===== src/rtl/amp3_sample_feeder.sv =====
// Stereo sample FIFO paced by a fixed-rate tick. Each tick starts one frame on the
// AMP3 Left Justified interface through its enable/idle handshake.
module amp3_sample_feeder #(
  parameter int dataW      = 12,
  parameter int DEPTH      = 16,
  parameter int SAMPLE_DIV = 2083,
  parameter int CNTW       = 16
) (
  input  logic                     clk,
  input  logic                     rst,
  input  logic [dataW-1:0]         wr_dataR,
  input  logic [dataW-1:0]         wr_dataL,
  input  logic                     wr_en,
  output logic                     full,
  output logic                     empty,
  output logic [$clog2(DEPTH):0]   level,
  input  logic                     run,
  output logic [dataW-1:0]         dataR,
  output logic [dataW-1:0]         dataL,
  output logic                     enable,
  input  logic                     amp_idle,
  output logic [CNTW-1:0]          underrun_cnt,
  output logic [CNTW-1:0]          late_cnt,
  input  logic                     clr_stats
);

  localparam int PW = $clog2(DEPTH);
  localparam int LW = PW + 1;
  localparam int DW = $clog2(SAMPLE_DIV);

  typedef enum logic [1:0] {ST_WAIT, ST_START, ST_RUN} state_t;

  state_t                 state_q, state_d;
  logic [DW-1:0]          div_q;
  logic                   tick;
  logic [2*dataW-1:0]     mem_q [DEPTH];
  logic [PW-1:0]          wrPtr_q, rdPtr_q;
  logic [LW-1:0]          level_q, level_d;
  logic                   full_q, empty_q;
  logic                   push, pop;
  logic [dataW-1:0]       dataR_q, dataR_d, dataL_q, dataL_d;
  logic                   enable_q, enable_d;
  logic                   underInc, lateInc;
  logic [CNTW-1:0]        under_q, under_d, late_q, late_d;

  // Divider only runs while streaming is enabled, so ticks restart cleanly from 0.
  always_ff @(posedge clk or posedge rst) begin
    if (rst)                            div_q <= '0;
    else if (!run)                      div_q <= '0;
    else if (div_q == DW'(SAMPLE_DIV-1)) div_q <= '0;
    else                                div_q <= div_q + 1'b1;
  end

  assign tick = run && (div_q == DW'(SAMPLE_DIV-1));

  // A push into a full FIFO is dropped even when a pop frees a slot on the same edge.
  assign push = wr_en && !full_q;

  always_ff @(posedge clk) begin
    if (push) mem_q[wrPtr_q] <= {wr_dataR, wr_dataL};
  end

  always_comb begin
    level_d = level_q;
    case ({push, pop})
      2'b10:   level_d = level_q + 1'b1;
      2'b01:   level_d = level_q - 1'b1;
      default: level_d = level_q;
    endcase
  end

  always_ff @(posedge clk or posedge rst) begin
    if (rst) begin
      wrPtr_q <= '0;
      rdPtr_q <= '0;
      level_q <= '0;
      full_q  <= 1'b0;
      empty_q <= 1'b1;
    end else begin
      if (push) wrPtr_q <= wrPtr_q + 1'b1;
      if (pop)  rdPtr_q <= rdPtr_q + 1'b1;
      level_q <= level_d;
      full_q  <= (level_d == LW'(DEPTH));
      empty_q <= (level_d == '0);
    end
  end

  always_comb begin
    state_d  = state_q;
    enable_d = enable_q;
    dataR_d  = dataR_q;
    dataL_d  = dataL_q;
    pop      = 1'b0;
    underInc = 1'b0;
    lateInc  = 1'b0;
    case (state_q)
      ST_WAIT: begin
        if (tick) begin
          enable_d = 1'b1;
          state_d  = ST_START;
          if (!empty_q) begin
            pop     = 1'b1;
            dataR_d = mem_q[rdPtr_q][2*dataW-1:dataW];
            dataL_d = mem_q[rdPtr_q][dataW-1:0];
          end else begin
            underInc = 1'b1;
          end
        end
      end
      ST_START: begin
        lateInc = tick;
        if (!amp_idle) begin
          enable_d = 1'b0;
          state_d  = ST_RUN;
        end
      end
      ST_RUN: begin
        lateInc = tick;
        if (amp_idle) state_d = ST_WAIT;
      end
      default: begin
        state_d  = ST_WAIT;
        enable_d = 1'b0;
      end
    endcase
  end

  // Statistics saturate; a clear wins over an increment on the same edge.
  always_comb begin
    under_d = under_q;
    late_d  = late_q;
    if (clr_stats) begin
      under_d = '0;
      late_d  = '0;
    end else begin
      if (underInc && (under_q != '1)) under_d = under_q + 1'b1;
      if (lateInc && (late_q != '1))   late_d  = late_q + 1'b1;
    end
  end

  always_ff @(posedge clk or posedge rst) begin
    if (rst) begin
      state_q  <= ST_WAIT;
      enable_q <= 1'b0;
      dataR_q  <= '0;
      dataL_q  <= '0;
      under_q  <= '0;
      late_q   <= '0;
    end else begin
      state_q  <= state_d;
      enable_q <= enable_d;
      dataR_q  <= dataR_d;
      dataL_q  <= dataL_d;
      under_q  <= under_d;
      late_q   <= late_d;
    end
  end

  assign full         = full_q;
  assign empty        = empty_q;
  assign level        = level_q;
  assign dataR        = dataR_q;
  assign dataL        = dataL_q;
  assign enable       = enable_q;
  assign underrun_cnt = under_q;
  assign late_cnt     = late_q;

endmodule


===== config.mk =====
export PLATFORM = sky130hd
export DESIGN_NAME = amp3_sample_feeder
export DESIGN_NICKNAME = d
export VERILOG_FILES = /design/src/rtl/amp3_sample_feeder.sv
export SDC_FILE = /design/constraint.sdc
export NUM_CORES = 1
export LEC_CHECK = 0
export BUFFER_PORTS_ARGS = -buffer_cell sky130_fd_sc_hd__buf_2
export CAP_MARGIN = 30
export CORE_MARGIN = 8
export CORE_UTILIZATION = 40
export CTS_CLUSTER_SIZE = 12
export DETAILED_ROUTE_END_ITERATION = 12
export HOLD_SLACK_MARGIN = 0.02
export SETUP_SLACK_MARGIN = 0.02
export SLEW_MARGIN = 20
export SYNTH_ARGS = -nofsm -noshare
export SYNTH_HDL_FRONTEND = slang
export SYNTH_SLANG_ARGS = --single-unit

===== constraint.sdc =====
create_clock -name clk -period 2.7 [get_ports clk]
set_input_delay 0.27 -clock clk [delete_from_list [all_inputs] [get_ports clk]]
set_output_delay 0.27 -clock clk [all_outputs]
set_load 0.005 [all_outputs]

==> results of run 1 <==
power by group:
part	switching, W	internal [W]
Combinational	0.000959	0.000611
Clock	0.00280	0.00389
Sequential	0.000197	0.00852
worst register-to-register path: cells and delay by family, from the launching register on:
family / cells / cell delay, ns
compound gates: 1 / 0.19
xor+xnor: 2 / 0.31
fa+ha+maj: 2 / 0.34
flops: 1 / 0.38
buf+inv: 1 / 0.08
simple gates: 7 / 1.29
sequential cells by signal (all words and copies together) (netlist names), 2 cells and up:
name and flops:
dataL 12, dataR 12, div_q 12, late_cnt 16, level 5, mem_q 384
rdPtr_q 4, state_q 2, underrun_cnt 16, wrPtr_q 4
cell families after synthesis:
family / after synthesis
AOI/OAI and AO/OA: 37
xor gates and xnor gates: 42
buffers and inverters: 55
and+or+nand+nor: 245
adders and majority gates: 15
DFF: 470
muxes: 122
worst min path at each step:
| stage | slack [ns] | startpoint | endpoint |
|---|---|---|---|
| after floorplan | 0.33 | clr_stats | underrun_cnt[11]$_DFFE_PP0P_ |
| after global placement | 0.42 | rst | underrun_cnt[13]$_DFFE_PP0P_ |
| after detailed placement | 0.42 | rst | underrun_cnt[11]$_DFFE_PP0P_ |
| after CTS | 0.02 | wr_dataR[1] | mem_q[6][13]$_DFFE_PP_ |
| after global routing | 0.05 | wr_dataL[1] | mem_q[5][1]$_DFFE_PP_ |
| final | 0.06 | wr_dataR[7] | mem_q[0][19]$_DFFE_PP_ |
final cells by class:
type / count / area (um2)
fillers: 3836 / 24000
flip-flops and latches: 470 / 13700
multi-input cells: 461 / 4910
clock buffers: 73 / 1430
repair buffers: 159 / 1300
well taps: 607 / 759
clock inverters: 20 / 193
inverters: 12 / 50.0
diodes: 1 / 2.50
repair_timing:
action                     in CTS  in global routing
resized for setup               3                 16
hold buffers                   17                  0
hold endpoints to repair      243                  0
setup endpoints to repair       1                  3
buffers inserted                1                  2
pin swaps                       3                  4
through the flow:
step	power, W	hold slack, ns	util	worst slack [ns]
final	0.0170	0.0552	0.482	0.0114
after global routing	0.0176	0.0493	0.482	-0.167
after CTS	0.0171	0.0206	0.480	-0.0395
after detailed placement	0.0103	0.420	0.440	-0.0459
after global placement	0.0103	0.417	0.440	0.0341
after floorplan	0.00958	0.333	-	-0.145
metal layers:
metal,share of wire,up-vias,GRT usage,wire length (um)
met4,0.022,0,0.0482,901
met1,0.44,4993,0.209,18000
met3,0.055,56,0.0276,2240
li1,-,4249,-,-
met5,0,-,0,0
met2,0.48,237,0.248,19800
synthesized netlist by cell type (8+ instances only):
cell type	count	share of area
or3_1	9	0.0030
nand4_1	15	0.0050
clkbuf_1	25	0.0050
and2_1	20	0.0067
buf_2	10	0.0027
xnor2_1	24	0.011
and3_1	8	0.0027
xor2_1	17	0.0080
nor3_1	11	0.0029
mux4_2	120	0.14
inv_1	11	0.0022
edfxtp_1	384	0.62
nor2_1	41	0.0082
nand3_1	17	0.0046
nand2_1	95	0.019
o21ai_0	13	0.0035
ha_1	15	0.010
a21oi_1	15	0.0040
dfrtp_1	85	0.11
==> reports/summary.txt, run 1 <==
share of cells above drive strength 1 = 0.319
Synth Area in Adders = 0.0100
ys flop type = edfxtp_1
RSZ-0062 raised after global routing = yes
Reg2Reg Launch Point = div_q[0]$_DFF_PP0_
Clock Path Buffers = 3
TritonCTS buffer count = 51
latest clock arrival within the worst-skew pair = 0.60 ns
Post-synth EDFFs = 384
final WL = 41000 um
maximum number of pins on one net before global-route repair = 41
# IOs = 94
Fin. Hold Viols = 0
Critical Path Stages = 13
Setup crit start kind = flop
vias in the first global route = 9953
number of antenna violations at the first check in global routing = 0
commonest non-fill, non-tap cell in the layout = edfxtp_1
Peak VDD IR = 0.507 mV
Final HPWL DP = 23700 um
fraction of registers with async set/reset = 0.183
Port Buffers = 93
reg-to-reg critical path endpoint = full$_DFF_PP0_
max-cap violations = 0
worst rel slew slack = 0.537
Synthesis Warnings = 0
leak pwr = 7.74 nW
Synth Register Bits = 470
core area = 0.0464 mm2
chip width = 232 um
grt ovf = 0
post-synthesis mux area share = 0.146
Largest stage delay, worst path = 0.38 ns
Synth Area in Simple Gates = 0.0679
WP data arrival = 3.18 ns
Synth Area in Compound Gates = 0.0116
Crit path max-delay family = simple AND/OR/NAND/NOR gates
initial DRC count = 699
DIE HEIGHT = 232 um
starting density of the core = 0.403
Clock Skew = 0.0253 ns
Tot GR Track Use = 0.153
Routed Antenna Nets = 0
Slew @ Worst Pin = 0.684 ns
WHS Path Cells = 1
CP max stage cell = dfrtp_1
most frequent cells in the layout = edfxtp_1 (384), mux4_2 (120), nand2_1 (94), buf_2 (93), dfrtp_1 (81)
Setup Viol. Count Final = 0
DR DRC count = 0
Die ar. = 0.0539 mm2
H-tree Lvls = 2
CTS clock-pin slew for the worst setup and hold paths = 0.06 ns
Max Fclk = 0.372 GHz
final worst-path cycle share = 0.996
post-synth cell types = 54
TNS Setup = 0 ns
crit path launch = div_q[0]$_DFF_PP0_
nets@finish = 1200
CTS tree = built
CTS Root Cell = clkbuf_16
count of pins over their slew limit = 0
Via-to-Cell Ratio = 5.29
first-pass GRT wire length = 62000 um
post-synthesis area per instance = 19.0 um2
Synth Area in XOR/XNOR = 0.0201
Critical Path Sink Type = flop
Critical Path RT = 3.19 ns
CP bufs+invs = 1
P&R area growth vs syn = 19.5%
via count = 9535
status = finished clean
main combinational cell family by area after synthesis = multiplexers
Post-Syn Area = 0.0187 mm2
minimum clock period = 2.69 ns
Sink Count = 470
flop-to-flop setup slack = 0.01 ns
post-route cell area = 0.0223 mm2
CP cell instances = inv_2, ha_4, nor3b_4, and4_1, and2_4, nand2_4, xnor2_2, ha_2, nand4b_1, or3_4, a31oi_4, xor2_2, nor4b_4
Rows = 79
drt first pass iters = 5
routability cong. = 0.773
Power Density = 760 mW/mm2
dpl cell area = 0.0204 mm2
post-synthesis sequential area ratio = 0.732
Post-Place Cells = 1689
critical path endpoint = full$_DFF_PP0_
post-route insts no fill = 1803
crit-path max FO = 4
depth of the most critical reg-to-reg path = 13
Cells after Synth = 986
Syn Nets = 1031
Crit Path Category = reg2reg
DR WL/cell = 22.7 um
Tightest Hold Check Type = in2reg
Note: power is estimated with default switching activity, not from simulation.
==> inputs of run 2 (changes only) <==
--- a/config.mk
+++ b/config.mk
@@ -5,6 +5,7 @@
 export SDC_FILE = /design/constraint.sdc
 export NUM_CORES = 1
 export LEC_CHECK = 0
+export ABC_CLOCK_PERIOD_IN_PS = 2700
 export BUFFER_PORTS_ARGS = -buffer_cell sky130_fd_sc_hd__buf_2
 export CAP_MARGIN = 30
 export CORE_MARGIN = 8
@@ -12,6 +13,7 @@
 export CTS_CLUSTER_SIZE = 12
 export DETAILED_ROUTE_END_ITERATION = 12
 export HOLD_SLACK_MARGIN = 0.02
+export RECOVER_POWER = 100
 export SETUP_SLACK_MARGIN = 0.02
 export SLEW_MARGIN = 20
 export SYNTH_ARGS = -nofsm -noshare
==> run 2 against run 1 <==
Against the previous run: the flow now finishes with violations (capacitance limit, slew limit); final area down 0.39%; worst setup slack better by 0.00072 ns; hold slack improved by 0.013 ns; fmax about the same; non-clock buffer count unchanged; clock-buffer cell count is the same; critical path type unchanged; combinational power is essentially flat; sequential cell count did not move; sequential power is essentially flat.
==> reports/summary.txt, run 2 (synthesized netlist as in run 1, its figures left out) <==
status = finished, violations left
failing checks = capacitance limit, slew limit
Fin. Hold Viols = 0
Crit path max-delay family = simple AND/OR/NAND/NOR gates
minimum clock period = 2.69 ns
Die ar. = 0.0539 mm2
leak pwr = 7.50 nW
Via-to-Cell Ratio = 5.31
core area = 0.0464 mm2
final WL = 41000 um
routability cong. = 0.773
max reg flops = 384
RSZ-0062 raised after global routing = yes
met3 Usage GRT = 0.0276
Power Density = 763 mW/mm2
via count = 9562
drt first pass iters = 4
dpl cell area = 0.0204 mm2
Rows = 79
# IOs = 94
commonest non-fill, non-tap cell in the layout = edfxtp_1
Critical Path Sink Type = flop
DR WL/cell = 22.7 um
routing usage on met1 = 0.209
CP max stage cell = dfrtp_1
nets@finish = 1200
crit-path max FO = 4
chip width = 232 um
Crit Path Category = reg2reg
TritonCTS buffer count = 51
Setup crit start kind = flop
CTS tree = built
H-tree Lvls = 2
CTS Root Cell = clkbuf_16
initial DRC count = 707
latest clock arrival within the worst-skew pair = 0.60 ns
DIE HEIGHT = 232 um
WP data arrival = 3.18 ns
Hold Crit Start = amp_idle
CP bufs+invs = 1
Max Fclk = 0.372 GHz
Biggest register = mem_q
Critical Path RT = 3.19 ns
share of cells above drive strength 1 = 0.264
post-route cell area = 0.0223 mm2
most frequent cells in the layout = edfxtp_1 (384), mux4_2 (120), nand2_1 (94), dfrtp_1 (81), clkbuf_1 (80)
CTS clock-pin slew for the worst setup and hold paths = 0.06 ns
max-cap violations = 1
CP cell instances = inv_2, ha_4, nor3b_4, and4_1, and2_4, nand2_4, xnor2_2, ha_2, nand4b_1, or3_4, a31oi_4, xor2_2, nor4b_4
Routed Antenna Nets = 0
Port Buffers = 93
M2 GR Usage = 0.248
number of inserted diodes = 0
Sink Count = 470
Post-Place Cells = 1689
Peak VDD IR = 0.506 mV
Clock Skew = 0.0253 ns
crit path launch = div_q[0]$_DFF_PP0_
number of antenna violations at the first check in global routing = 0
Clock Path Buffers = 3
maximum number of pins on one net before global-route repair = 41
post-route insts no fill = 1802
starting density of the core = 0.403
Slew @ Worst Pin = 2.03 ns
flop-to-flop setup slack = 0.01 ns
first-pass GRT wire length = 62000 um
Largest stage delay, worst path = 0.38 ns
worst rel slew slack = -0.353
TNS Setup = 0 ns
GR peak layer = met2
Setup Viol. Count Final = 0
final worst-path cycle share = 0.996
vias in the first global route = 9953
Tot GR Track Use = 0.153
Reg2Reg Launch Point = div_q[0]$_DFF_PP0_
DR DRC count = 0
Tightest Hold Check Type = in2reg
count of pins over their slew limit = 40
Final HPWL DP = 23700 um
P&R area growth vs syn = 19.1%
grt ovf = 0
## run 2: changes by cell type in the layout (fill, tap and decap cells not counted), sizes merged
cell	delta
buf	-65
clkbuf	+65
diode	-1
## run 2: worst min-delay path, delay by kind of cell
kind,cells,cell delay [ns]
AO/OA/AOI/OAI,2,0.22
buffers and inverters,1,0.12
## run 2: cell type report
type	count	area, um2
Inverter	12	47.5
Fill cell	3862	24100
Multi-Input combinational cell	461	4910
Sequential cell	470	13700
Timing Repair Buffer	159	1220
Clock inverter	20	193
Tap cell	607	759
Clock buffer	73	1430
## run 2: repair_timing
action                                  4_1_cts  5_1_grt
endpoints found under the setup margin        1        3
gates cloned                                  0        0
setup buffers                                 1        2
endpoints found under the hold margin       243        0
hold buffers                                 17        0
pin swaps                                     3        4
gates resized for setup                       3       16
## run 2: per-layer routing
layer / vias up / routed length [um]
met5: - / 0
met4: 0 / 902
met3: 57 / 2380
met2: 251 / 19800
met1: 5011 / 17900
li1: 4243 / -
## run 2: path summary, 6_finish.rpt
check / cells past startpoint / end
setup / recovery: 13 / full$_DFF_PP0_
setup reg to reg: 13 / full$_DFF_PP0_
min in group asynchronous: 3 / underrun_cnt[13]$_DFFE_PP0P_
max in group asynchronous: 3 / rdPtr_q[1]$_DFFE_PP0P_
hold reg to reg: 2 / dataL[0]$_DFFE_PP0P_
hold / removal: 3 / enable$_DFFE_PP0P_
## run 2: metrics by stage
| stage | power, W | hold slack (ns) | util | setup WS [ns] |
|---|---|---|---|---|
| finish | 0.0170 | 0.0680 | 0.480 | 0.0121 |
| global route | 0.0176 | 0.0661 | 0.480 | -0.167 |
| CTS | 0.0171 | 0.0206 | 0.480 | -0.0395 |
| detailed placement | 0.0103 | 0.420 | 0.440 | -0.0459 |
| global placement | 0.0103 | 0.417 | 0.440 | 0.0341 |
| floorplan | 0.00958 | 0.333 | - | -0.145 |
## run 2: power by group
part / total, W / internal, W / switching, W
Combinational: 0.00157 / 0.000604 / 0.000963
Sequential: 0.00872 / 0.00853 / 0.000197
Clock: 0.00669 / 0.00389 / 0.00280
Total: 0.0170 / 0.0130 / 0.00396
==> inputs of run 3 (changes only) <==
--- a/config.mk
+++ b/config.mk
@@ -5,7 +5,7 @@
 export SDC_FILE = /design/constraint.sdc
 export NUM_CORES = 1
 export LEC_CHECK = 0
-export ABC_CLOCK_PERIOD_IN_PS = 2700
+export ABC_CLOCK_PERIOD_IN_PS = 3390
 export BUFFER_PORTS_ARGS = -buffer_cell sky130_fd_sc_hd__buf_2
 export CAP_MARGIN = 30
 export CORE_MARGIN = 8
==> constraint.sdc (replaced) <==
create_clock -name clk -period 3.39 [get_ports clk]
set_input_delay 0.339 -clock clk [delete_from_list [all_inputs] [get_ports clk]]
set_output_delay 0.339 -clock clk [all_outputs]
set_load 0.005 [all_outputs]
==> run 3 against run 2 <==
Against the previous run: the run still ends with capacitance limit, slew limit left; via count shrank 0.86%; sequential share of layout area grew 2.2 points; sequential cell count is the same; routed wire length is essentially flat; utilization shrank 1.7 points; clock-buffer cell count grew 3; total power shrank 22%; fmax shrank 12%; clock power shrank 20%; clock skew shrank 0.0049 ns; largest power group unchanged.
==> reports/summary.txt, run 3 (synthesized netlist as in run 1, its figures left out) <==
Largest stage delay, worst path = 0.80 ns
reg-to-reg critical path endpoint = mem_q[0][21]$_DFFE_PP_
number of antenna violations at the first check in global routing = 0
switching pwr = 0.00310 W
flop-to-flop setup slack = 0.35 ns
starting density of the core = 0.403
depth of the most critical reg-to-reg path = 6
vias in the first global route = 9923
Reg2Reg Launch Point = full$_DFF_PP0_
Biggest register = mem_q
status = finished, violations left
CP cell instances = nor2b_1, clkbuf_1, inv_4, nor3_1, and2_0, clkbuf_4
Tot GR Track Use = 0.153
TritonCTS buffer count = 51
Hold Crit Start = amp_idle
max-cap violations = 1
DR DRC count = 0
first-pass GRT wire length = 62200 um
Fin. Hold Viols = 0
WP data arrival = 3.30 ns
nets@finish = 1162
CTS tree = built
latest clock arrival within the worst-skew pair = 0.61 ns
Power Density = 620 mW/mm2
Critical Path RT = 3.65 ns
share of cells above drive strength 1 = 0.216
routability cong. = 0.788
commonest non-fill, non-tap cell in the layout = edfxtp_1
dpl cell area = 0.0200 mm2
minimum clock period = 3.04 ns
WHS Endpoint = enable$_DFFE_PP0P_
worst rel slew slack = -0.389
DIE HEIGHT = 232 um
Final HPWL DP = 23200 um
register share of total power = 0.522
chip width = 232 um
max reg flops = 384
combinational share of power = 0.077
Port Buffers = 93
switching part of the total power = 0.233
WHS Path Cells = 3
P&R area growth vs syn = 14.9%
H-tree Lvls = 2
core area = 0.0464 mm2
Clock Path Buffers = 3
Die ar. = 0.0539 mm2
TNS Setup = 0 ns
Setup Viol. Count Final = 0
Max Fclk = 0.329 GHz
Critical Path Sink Type = flop
via count = 9480
post-route cell area = 0.0215 mm2
failing checks = capacitance limit, slew limit
Clock Skew = 0.0204 ns
Tightest Hold Check Type = in2reg
leak pwr = 7.14 nW
Slew @ Worst Pin = 2.08 ns
# IOs = 94
crit-path max FO = 16
initial DRC count = 754
final WL = 41000 um
Sink Count = 470
maximum number of pins on one net before global-route repair = 76
RSZ-0062 raised after global routing = no
Rows = 79
drt first pass iters = 5
Via-to-Cell Ratio = 5.37
count of pins over their slew limit = 48
CP max stage cell = and2_0
Setup crit start kind = flop
final worst-path cycle share = 0.897
CTS clock-pin slew for the worst setup and hold paths = 0.05 ns
Routed Antenna Nets = 0
most frequent cells in the layout = edfxtp_1 (384), mux4_2 (120), clkbuf_1 (97), nand2_1 (95), dfrtp_1 (82)
grt ovf = 0
CTS Root Cell = clkbuf_16
Clk pwr share = 0.401
DR WL/cell = 23.2 um
Peak VDD IR = 0.429 mV
Crit Path Category = reg2reg
number of inserted diodes = 0
internal cell power = 0.0102 W
-- run 3: cell count changes in the layout (fill, tap and decap cells not counted), moves of 11 or more --
| cell | previous run | this run |
|---|---|---|
| buf_4 | 24 | 7 |
| and2_2 | 16 | 5 |
| dlygate4sd3_1 | 17 | 1 |
| clkbuf_1 | 80 | 97 |
| buf_12 | 24 | 5 |
-- run 3: layout make-up --
type                    instances  area [um2]
clock buffers                  76        1430
clock inverters                20         194
fillers                      3920       24900
inverters                      12        47.5
multi-input cells             461        4750
flip-flops and latches        470       13700
well taps                     607         759
repair buffers                121         612
-- run 3: power groups by stage --
| stage | registers, W | clock network (W) | logic [W] |
|---|---|---|---|
| 6_report | 0.00696 | 0.00534 | 0.00102 |
| 5_1_grt | 0.00700 | 0.00567 | 0.00112 |
| 4_1_cts | 0.00695 | 0.00546 | 0.00109 |
| 3_5_place_dp | 0.00707 | 0 | 0.00108 |
| 3_3_place_gp | 0.00705 | 0 | 0.00106 |
| 2_1_floorplan | 0.00702 | 0 | 0.000594 |
-- run 3: timing repair --
action,CTS,global route
resized for setup,0,0
endpoints found under the setup margin,0,0
setup buffers,0,0
endpoints found under the hold margin,45,0
hold buffers,1,0
-- run 3: how the worst max path moves through the flow --
stage	end	slack [ns]	from
2_1_floorplan	full$_DFF_PP0_	0.43	div_q[0]$_DFF_PP0_
3_3_place_gp	empty$_DFF_PP1_	0.57	div_q[0]$_DFF_PP0_
3_5_place_dp	full$_DFF_PP0_	0.44	div_q[0]$_DFF_PP0_
4_1_cts	empty$_DFF_PP1_	0.41	div_q[0]$_DFF_PP0_
5_1_grt	mem_q[6][14]$_DFFE_PP_	0.1	full$_DFF_PP0_
6_report	mem_q[0][21]$_DFFE_PP_	0.35	full$_DFF_PP0_
-- run 3: critical path: cells and delay by family (launching register included) --
family,cells,cell delay (ns)
buffers and inverters,3,1.07
flip-flops,1,0.39
AND/OR/NAND/NOR,3,1.23
-- run 3: through the flow --
| stage | setup slack, ns | std cells | total power [W] | hold slack (ns) | utilization |
|---|---|---|---|---|---|
| 2_1_floorplan | 0.430 | 986 | 0.00762 | 0.402 | - |
| 3_3_place_gp | 0.568 | 1670 | 0.00811 | 0.446 | 0.432 |
| 3_5_place_dp | 0.443 | 1670 | 0.00815 | 0.455 | 0.432 |
| 4_1_cts | 0.407 | 1767 | 0.0135 | 0.0770 | 0.467 |
| 5_1_grt | 0.0963 | 1767 | 0.0138 | 0.150 | 0.463 |
| 6_report | 0.351 | 1767 | 0.0133 | 0.132 | 0.463 |
-- run 3: layer usage --
| layer | part of all wire | wire length [um] | up-vias | GRT usage |
|---|---|---|---|---|
| li1 | - | - | 4176 | - |
| met1 | 0.44 | 18200 | 4987 | 0.212 |
| met2 | 0.47 | 19400 | 256 | 0.246 |
| met3 | 0.062 | 2540 | 61 | 0.0275 |
| met4 | 0.020 | 821 | 0 | 0.0439 |
| met5 | 0 | 0 | - | 0 |
